$ cat src/rtl/seg_disp_arbiter_pkg.sv
// Shared seven-segment definitions: arbiter state encoding, blank pattern, requester count
// and the bit layout of the packed {usr, uid, pwd} requester pattern.
package seg_disp_arbiter_pkg;

   localparam int unsigned NREQ   = 3;
   localparam int unsigned SegW   = 7;
   localparam int unsigned PatW   = 3 * SegW;
   localparam int unsigned UsrLsb = 14;
   localparam int unsigned UidLsb = 7;
   localparam int unsigned PwdLsb = 0;

   // Active-low segments, so all ones turns every segment off.
   localparam logic [SegW-1:0] SegBlank = 7'b1111111;

   typedef enum logic [1:0] {
      StIdle,
      StOwn,
      StGap
   } state_e;

   function automatic logic [1:0] onehot_to_idx(logic [NREQ-1:0] oh);
      logic [1:0] idx = '0;
      for (int i = 0; i < NREQ; i++) begin
         if (oh[i]) idx = 2'(i);
      end
      return idx;
   endfunction

   // (base + step) mod 3 for base, step in 0..2.
   function automatic logic [1:0] rr_next(logic [1:0] base, logic [1:0] step);
      logic [2:0] s = {1'b0, base} + {1'b0, step};
      return (s >= 3'(NREQ)) ? 2'(s - 3'(NREQ)) : s[1:0];
   endfunction

endpackage

$ cat src/rtl/seg_disp_arbiter_if.sv
// Request/pattern/grant/display bundle between the display requesters and the arbiter.
interface seg_disp_arbiter_if;
   import seg_disp_arbiter_pkg::*;

   logic [NREQ-1:0] req;
   logic [PatW-1:0] pat0;
   logic [PatW-1:0] pat1;
   logic [PatW-1:0] pat2;
   logic [NREQ-1:0] gnt;
   logic [SegW-1:0] seg_usr;
   logic [SegW-1:0] seg_uid;
   logic [SegW-1:0] seg_pwd;
   logic            busy;

   modport master (
      output req, pat0, pat1, pat2,
      input  gnt, seg_usr, seg_uid, seg_pwd, busy
   );

   modport slave (
      input  req, pat0, pat1, pat2,
      output gnt, seg_usr, seg_uid, seg_pwd, busy
   );

endinterface

$ cat src/rtl/seg_disp_arbiter_rr_pick3.sv
// Combinational 3-way round-robin picker: first set request searching from ptr upward mod 3.
module rr_pick3
   import seg_disp_arbiter_pkg::*;
(
   input  logic [NREQ-1:0] req,
   input  logic [1:0]      ptr,
   output logic [NREQ-1:0] sel,
   output logic            valid
);

   logic [1:0] idx;
   logic       found;

   always_comb begin
      sel   = '0;
      found = 1'b0;
      idx   = '0;
      for (int k = 0; k < NREQ; k++) begin
         idx = rr_next(ptr, 2'(k));
         if (!found && req[idx]) begin
            sel[idx] = 1'b1;
            found    = 1'b1;
         end
      end
   end

   assign valid = |req;

endmodule

$ cat src/rtl/seg_disp_arbiter.sv
// Arbitrates three display requesters onto one set of seven-segment drivers with a
// minimum hold, pre-emption after MAX_HOLD, and one blank gap cycle between owners.
module seg_disp_arbiter
   import seg_disp_arbiter_pkg::*;
#(
   parameter int unsigned MIN_HOLD = 4,
   parameter int unsigned MAX_HOLD = 1000
) (
   input logic               clk,
   input logic               rst,
   seg_disp_arbiter_if.slave bus
);

   localparam int unsigned CntW = $clog2(MAX_HOLD + 1);
   localparam logic [CntW-1:0] MaxCnt = CntW'(MAX_HOLD);
   localparam logic [CntW-1:0] MinCnt = CntW'(MIN_HOLD - 1);

   state_e          state_q, state_d;
   logic [1:0]      ptr_q, ptr_d;
   logic [CntW-1:0] cnt_q, cnt_d;
   logic [NREQ-1:0] gnt_q, gnt_d;
   logic [SegW-1:0] usr_q, usr_d;
   logic [SegW-1:0] uid_q, uid_d;
   logic [SegW-1:0] pwd_q, pwd_d;

   logic [NREQ-1:0] pick_sel;
   logic            pick_valid;
   logic [PatW-1:0] owner_pat;
   logic            owner_req;
   logic            others_req;

   rr_pick3 u_pick (
      .req   (bus.req),
      .ptr   (ptr_q),
      .sel   (pick_sel),
      .valid (pick_valid)
   );

   always_comb begin
      owner_pat = {3{SegBlank}};
      unique case (gnt_q)
         3'b001:  owner_pat = bus.pat0;
         3'b010:  owner_pat = bus.pat1;
         3'b100:  owner_pat = bus.pat2;
         default: owner_pat = {3{SegBlank}};
      endcase
   end

   assign owner_req  = |(bus.req & gnt_q);
   assign others_req = |(bus.req & ~gnt_q);

   always_comb begin
      state_d = state_q;
      ptr_d   = ptr_q;
      cnt_d   = cnt_q;
      gnt_d   = gnt_q;
      usr_d   = SegBlank;
      uid_d   = SegBlank;
      pwd_d   = SegBlank;
      unique case (state_q)
         StIdle: begin
            gnt_d = '0;
            if (pick_valid) begin
               state_d = StOwn;
               gnt_d   = pick_sel;
               ptr_d   = rr_next(onehot_to_idx(pick_sel), 2'd1);
               cnt_d   = '0;
            end
         end
         StOwn: begin
            if (cnt_q != MaxCnt) cnt_d = cnt_q + CntW'(1);
            if ((!owner_req && cnt_q >= MinCnt) || (cnt_q == MaxCnt && others_req)) begin
               state_d = StGap;
               gnt_d   = '0;
            end else begin
               // Displays follow the owner's live pattern with one register of latency.
               usr_d = owner_pat[UsrLsb +: SegW];
               uid_d = owner_pat[UidLsb +: SegW];
               pwd_d = owner_pat[PwdLsb +: SegW];
            end
         end
         StGap: begin
            state_d = StIdle;
            gnt_d   = '0;
         end
         default: begin
            state_d = StIdle;
            gnt_d   = '0;
         end
      endcase
   end

   always_ff @(posedge clk or negedge rst) begin
      if (!rst) begin
         state_q <= StIdle;
         ptr_q   <= '0;
         cnt_q   <= '0;
         gnt_q   <= '0;
         usr_q   <= SegBlank;
         uid_q   <= SegBlank;
         pwd_q   <= SegBlank;
      end else begin
         state_q <= state_d;
         ptr_q   <= ptr_d;
         cnt_q   <= cnt_d;
         gnt_q   <= gnt_d;
         usr_q   <= usr_d;
         uid_q   <= uid_d;
         pwd_q   <= pwd_d;
      end
   end

   assign bus.gnt     = gnt_q;
   assign bus.seg_usr = usr_q;
   assign bus.seg_uid = uid_q;
   assign bus.seg_pwd = pwd_q;
   assign bus.busy    = (state_q != StIdle);

endmodule

$ cat src/flat_wrapper.sv
// flat-port wrapper written by rule: the top's interface ports become plain ports
module seg_disp_arbiter_flat import seg_disp_arbiter_pkg::*;
#(
   parameter int unsigned MIN_HOLD = 4,
   parameter int unsigned MAX_HOLD = 1000
)
  (clk, rst, bus_req, bus_pat0, bus_pat1, bus_pat2, bus_gnt, bus_seg_usr, bus_seg_uid, bus_seg_pwd, bus_busy);
  seg_disp_arbiter_if bus_i ();
  input logic clk;
  input logic rst;
  input wire logic [$bits(bus_i.req)-1:0] bus_req;
  input wire logic [$bits(bus_i.pat0)-1:0] bus_pat0;
  input wire logic [$bits(bus_i.pat1)-1:0] bus_pat1;
  input wire logic [$bits(bus_i.pat2)-1:0] bus_pat2;
  output wire logic [$bits(bus_i.gnt)-1:0] bus_gnt;
  output wire logic [$bits(bus_i.seg_usr)-1:0] bus_seg_usr;
  output wire logic [$bits(bus_i.seg_uid)-1:0] bus_seg_uid;
  output wire logic [$bits(bus_i.seg_pwd)-1:0] bus_seg_pwd;
  output wire logic [$bits(bus_i.busy)-1:0] bus_busy;
  assign bus_i.req = bus_req;
  assign bus_i.pat0 = bus_pat0;
  assign bus_i.pat1 = bus_pat1;
  assign bus_i.pat2 = bus_pat2;
  assign bus_gnt = bus_i.gnt;
  assign bus_seg_usr = bus_i.seg_usr;
  assign bus_seg_uid = bus_i.seg_uid;
  assign bus_seg_pwd = bus_i.seg_pwd;
  assign bus_busy = bus_i.busy;
  seg_disp_arbiter #(.MIN_HOLD(MIN_HOLD), .MAX_HOLD(MAX_HOLD)) u_core (.clk(clk), .rst(rst), .bus(bus_i));
endmodule
$ cat config.mk
export PLATFORM = sky130hd
export DESIGN_NAME = seg_disp_arbiter_flat
export DESIGN_NICKNAME = d
export VERILOG_FILES = /design/src/rtl/seg_disp_arbiter_pkg.sv /design/src/rtl/seg_disp_arbiter_if.sv /design/src/rtl/seg_disp_arbiter_rr_pick3.sv /design/src/rtl/seg_disp_arbiter.sv /design/src/flat_wrapper.sv
export SDC_FILE = /design/constraint.sdc
export NUM_CORES = 1
export LEC_CHECK = 0
export CAP_MARGIN = 20
export CORE_MARGIN = 2
export CORE_UTILIZATION = 42
export CTS_BUF_LIST = sky130_fd_sc_hd__clkbuf_4 sky130_fd_sc_hd__clkbuf_8 sky130_fd_sc_hd__clkbuf_16
export DETAILED_ROUTE_END_ITERATION = 8
export GPL_TIMING_DRIVEN = 0
export PLACE_DENSITY = 0.8
export SYNTH_ARGS = -nofsm -noshare
export SYNTH_HDL_FRONTEND = slang
export SYNTH_SLANG_ARGS = --single-unit
$ cat constraint.sdc
create_clock -name clk -period 2.4 [get_ports clk]
set_input_delay 0.6 -clock clk [delete_from_list [all_inputs] [get_ports clk]]
set_output_delay 0.6 -clock clk [all_outputs]
set_load 0.02 [all_outputs]
==> impl_metrics.py, run 1 <==
metrics = {
    "outcome": {
        "status": "finished clean",
    },
    "final_layout": {
        "utilization_pct": 66.9,
        "n_antenna_cell": 0,
        "fillers": 404,
        "finalNetCount": 371,
        "synthToLayoutAreaGrowth_pct": 51.3,
        "drive_gt1_share_pct": 13.4,
        "layout.cells.non_filler": 365,
        "finalInstanceArea_um2": 3220,
    },
    "routing": {
        "drtPass1Iterations": 5,
        "wire_per_inst_um": 15.6,
        "vias_per_cell": 5.45,
        "drc": 0,
        "vias": 1989,
        "drtIter0Drc": 144,
        "wl_um": 5700,
        "ant_nets": 0,
    },
    "power_and_ir_drop": {
        "pwr-share-clk_pct": 12.6,
        "p_per_area_nw_per_um2": 1120,
        "comb_power_share_pct": 56.5,
        "switching_power_mw": 1.42,
        "switching_share_pct": 39.5,
        "peakVddDrop_mv": 0.525,
        "leakagePower_nw": 1.32,
        "p_int_mw": 2.18,
        "seqPwrFrac_pct": 30.9,
    },
    "die": {
        "fp.coreArea_um2": 4820,
        "pin_count": 93,
        "chipWidth_um": 75.2,
        "die_y_um": 75.2,
        "rows": 25,
        "dieArea_um2": 5660,
        "start_util_pct": 44.2,
    },
    "cts": {
        "clock_latency_ns": 0.29,
        "htreeDepth": 2,
        "path_clk_slew_ns": 0.07,
        "cts_tree": "built",
        "cts_root_buffer": "clkbuf_8",
        "hold_buffers": 0,
        "numCtsBuffers": 5,
        "cts_sinks": 38,
        "cts.path.max_buffers": 2,
    },
    "timing": {
        "setup_viol": 0,
        "fmax_mhz": 436,
        "report.final.slew_viol_count": 0,
        "rsz0062_at_grt": "no",
        "period_needed_ns": 2.29,
        "slew_headroom_pct": 47.7,
        "hold_ws_ns": 0.387,
        "finalHoldViolations": 0,
        "worstMarginPinSlew_ns": 0.784,
        "period_share_pct": 95.5,
        "setup_ws_ns": 0.108,
        "skew_ns": 0.00420,
    },
    "logic_synthesis": {
        "ys.flop_type": "dfstp_2",
        "syn_area_um2": 2130,
        "synthCells": 198,
        "synth_nets": 272,
        "yosysUniqueCellTypes": 41,
        "ys_seq_area_share_pct": 45.9,
        "synth_seq_cells": 38,
        "syn_avg_cell_area_um2": 10.8,
        "yosys_warnings": 0,
        "async_reset_ff_share_pct": 100,
        "synth_edf_count": 0,
    },
    "worst_setup_path": {
        "end_kind": "flop",
        "cp-start-kind": "flop",
        "worstPathRequired_ns": 2.61,
        "r2r_cells": 7,
        "path_class": "reg -> reg",
        "crit_arrival_ns": 2.50,
        "worst-path-max-fanout": 10,
    },
    "grt": {
        "grt_use_total_pct": 21.3,
        "antenna_found_initial": 0,
        "overflow": 0,
        "grt_pass1_vias": 1949,
        "grt_pass1_wl_um": 8940,
        "grt_max_degree": 39,
    },
    "place": {
        "globalplace.congestion": 0.883,
        "hpwl_um": 4530,
        "placed_area_um2": 3120,
        "port-buffer-count": 91,
        "place_ws_ns": -0.243,
        "dp_cells": 356,
    },
    "hold_path": {
        "hp-class": "in -> async",
    },
    "job": {
        "cap_violations": 0,
    },
}
metrics by stage:
stage	total power [mW]	TNS [ns]
2_1_floorplan	2.37	0
3_3_place_gp	3.09	-4.57
3_5_place_dp	3.13	-4.46
4_1_cts	3.62	0
5_1_grt	3.84	0
6_report	3.60	0
area by class of cell:
cell class | count | area, um2 | area share [%]
Sequential cell | 38 | 977 | 30.3
Buffer | 12 | 60.1 | 1.86
Timing Repair Buffer | 92 | 913 | 28.3
Tap cell | 67 | 83.8 | 2.60
Clock buffer | 7 | 90.1 | 2.80
Inverter | 9 | 33.8 | 1.05
Clock inverter | 1 | 5.00 | 0.155
Multi-Input combinational cell | 139 | 1060 | 32.9
power groups by stage:
stage               Sequential [mW]  Combinational (mW)  Clock, mW
floorplan                      1.34                1.03          0
finish                         1.11                2.03      0.455
global route                   1.14                2.21      0.486
global placement               1.11                1.98          0
CTS                            1.12                2.04      0.462
detailed placement             1.13                2.00          0
final timing paths:
path                            startpoint                     to  slack (ns)
max                        u_core.cnt_q[0]  u_core.bus.seg_uid[6]        0.11
min                                    rst      u_core.state_q[0]        0.39
max reg2reg                u_core.cnt_q[0]  u_core.bus.seg_uid[6]        0.11
min reg2reg                u_core.ptr_q[0]        u_core.ptr_q[0]        0.56
max in group asynchronous              rst        u_core.ptr_q[1]        1.51
min in group clk           u_core.ptr_q[0]        u_core.ptr_q[0]        0.56
critical path, stage by stage, from the launching register on:
cell	delay [ns]
dfrtp_1	0.47
ha_1	0.30
or3_1	0.32
o31a_1	0.28
a311oi_4	0.27
o21ai_2	0.14
buf_6	0.17
a221o_1	0.27
per-layer routing:
metal / global-route usage [%] / share of wire [%] / vias up
met4: 7.02 / 1.5 / 0
met1: 26.8 / 41 / 951
met2: 33.5 / 50 / 76
met5: 0 / 0 / -
li1: - / - / 957
met3: 8.57 / 8.1 / 5
cell usage after synthesis, types with 2 or more instances:
library cell,instances,share of area [%]
o31ai_1,2,0.70
clkbuf_1,10,1.8
and2_1,2,0.59
nor2_1,15,2.6
a211oi_1,2,0.70
and4_1,2,0.82
a221o_1,21,9.9
nand3b_1,2,0.70
dfstp_2,21,26
a31oi_1,2,0.59
nor3_1,2,0.47
dfrtp_1,17,20
o21ai_0,8,1.9
buf_6,2,1.1
ha_1,6,3.5
nand4_1,6,1.8
nand2b_1,4,1.2
nor2b_1,4,1.2
mux2i_1,3,1.4
inv_1,9,1.6
or2_2,3,0.88
and3_1,2,0.59
xor2_1,7,2.9
a22o_1,22,9.0
nand2_1,8,1.4
cell families after synthesis:
| kind of cell | count (synthesis) | share of synthesized area [%] |
|---|---|---|
| AOI/OAI and AO/OA | 68 | 27.8 |
| xor gates and xnor gates | 8 | 3.29 |
| adders and majority gates | 6 | 3.53 |
| buffers and inverters | 21 | 4.41 |
| DFF | 38 | 45.9 |
| muxes | 4 | 1.94 |
| and+or+nand+nor | 53 | 13.1 |
state kept, by name (all words and copies together) (netlist names):
signal and flops:
u_core.bus.gnt 3, u_core.bus.seg_pwd 7, u_core.bus.seg_uid 7, u_core.bus.seg_usr 7, u_core.cnt_q 10, u_core.ptr_q 2
u_core.state_q 2
repair_timing:
action                                  4_1_cts  5_1_grt
endpoints found under the setup margin       20        0
gates resized for setup                       0        0
buffers inserted                              1        0
cells in the final DEF (no fill, tap or decap), types with 3 or more instances in the layout:
master           instances
clkbuf_8                 6
ha_1                     6
o21ai_0                  8
nor2b_1                  4
dfstp_2                 21
a22o_1                  22
nor2_1                  15
mux2i_1                  3
nand4_1                  6
or2_2                    3
xor2_1                   7
clkdlybuf4s50_1         90
inv_1                    9
clkbuf_1                10
nand2_1                  8
nand2b_1                 4
dfrtp_1                 17
a221o_1                 21
Note: power is estimated with default switching activity, not from simulation.
==> run 2: changes to the inputs <==
--- a/config.mk
+++ b/config.mk
@@ -9,6 +9,7 @@
 export CORE_MARGIN = 2
 export CORE_UTILIZATION = 42
 export CTS_BUF_LIST = sky130_fd_sc_hd__clkbuf_4 sky130_fd_sc_hd__clkbuf_8 sky130_fd_sc_hd__clkbuf_16
+export CTS_CLUSTER_DIAMETER = 40
 export DETAILED_ROUTE_END_ITERATION = 8
 export GPL_TIMING_DRIVEN = 0
 export PLACE_DENSITY = 0.8
==> results of run 2 <==
Same layout as run 1: the final DEF is identical, and so are final timing and power.
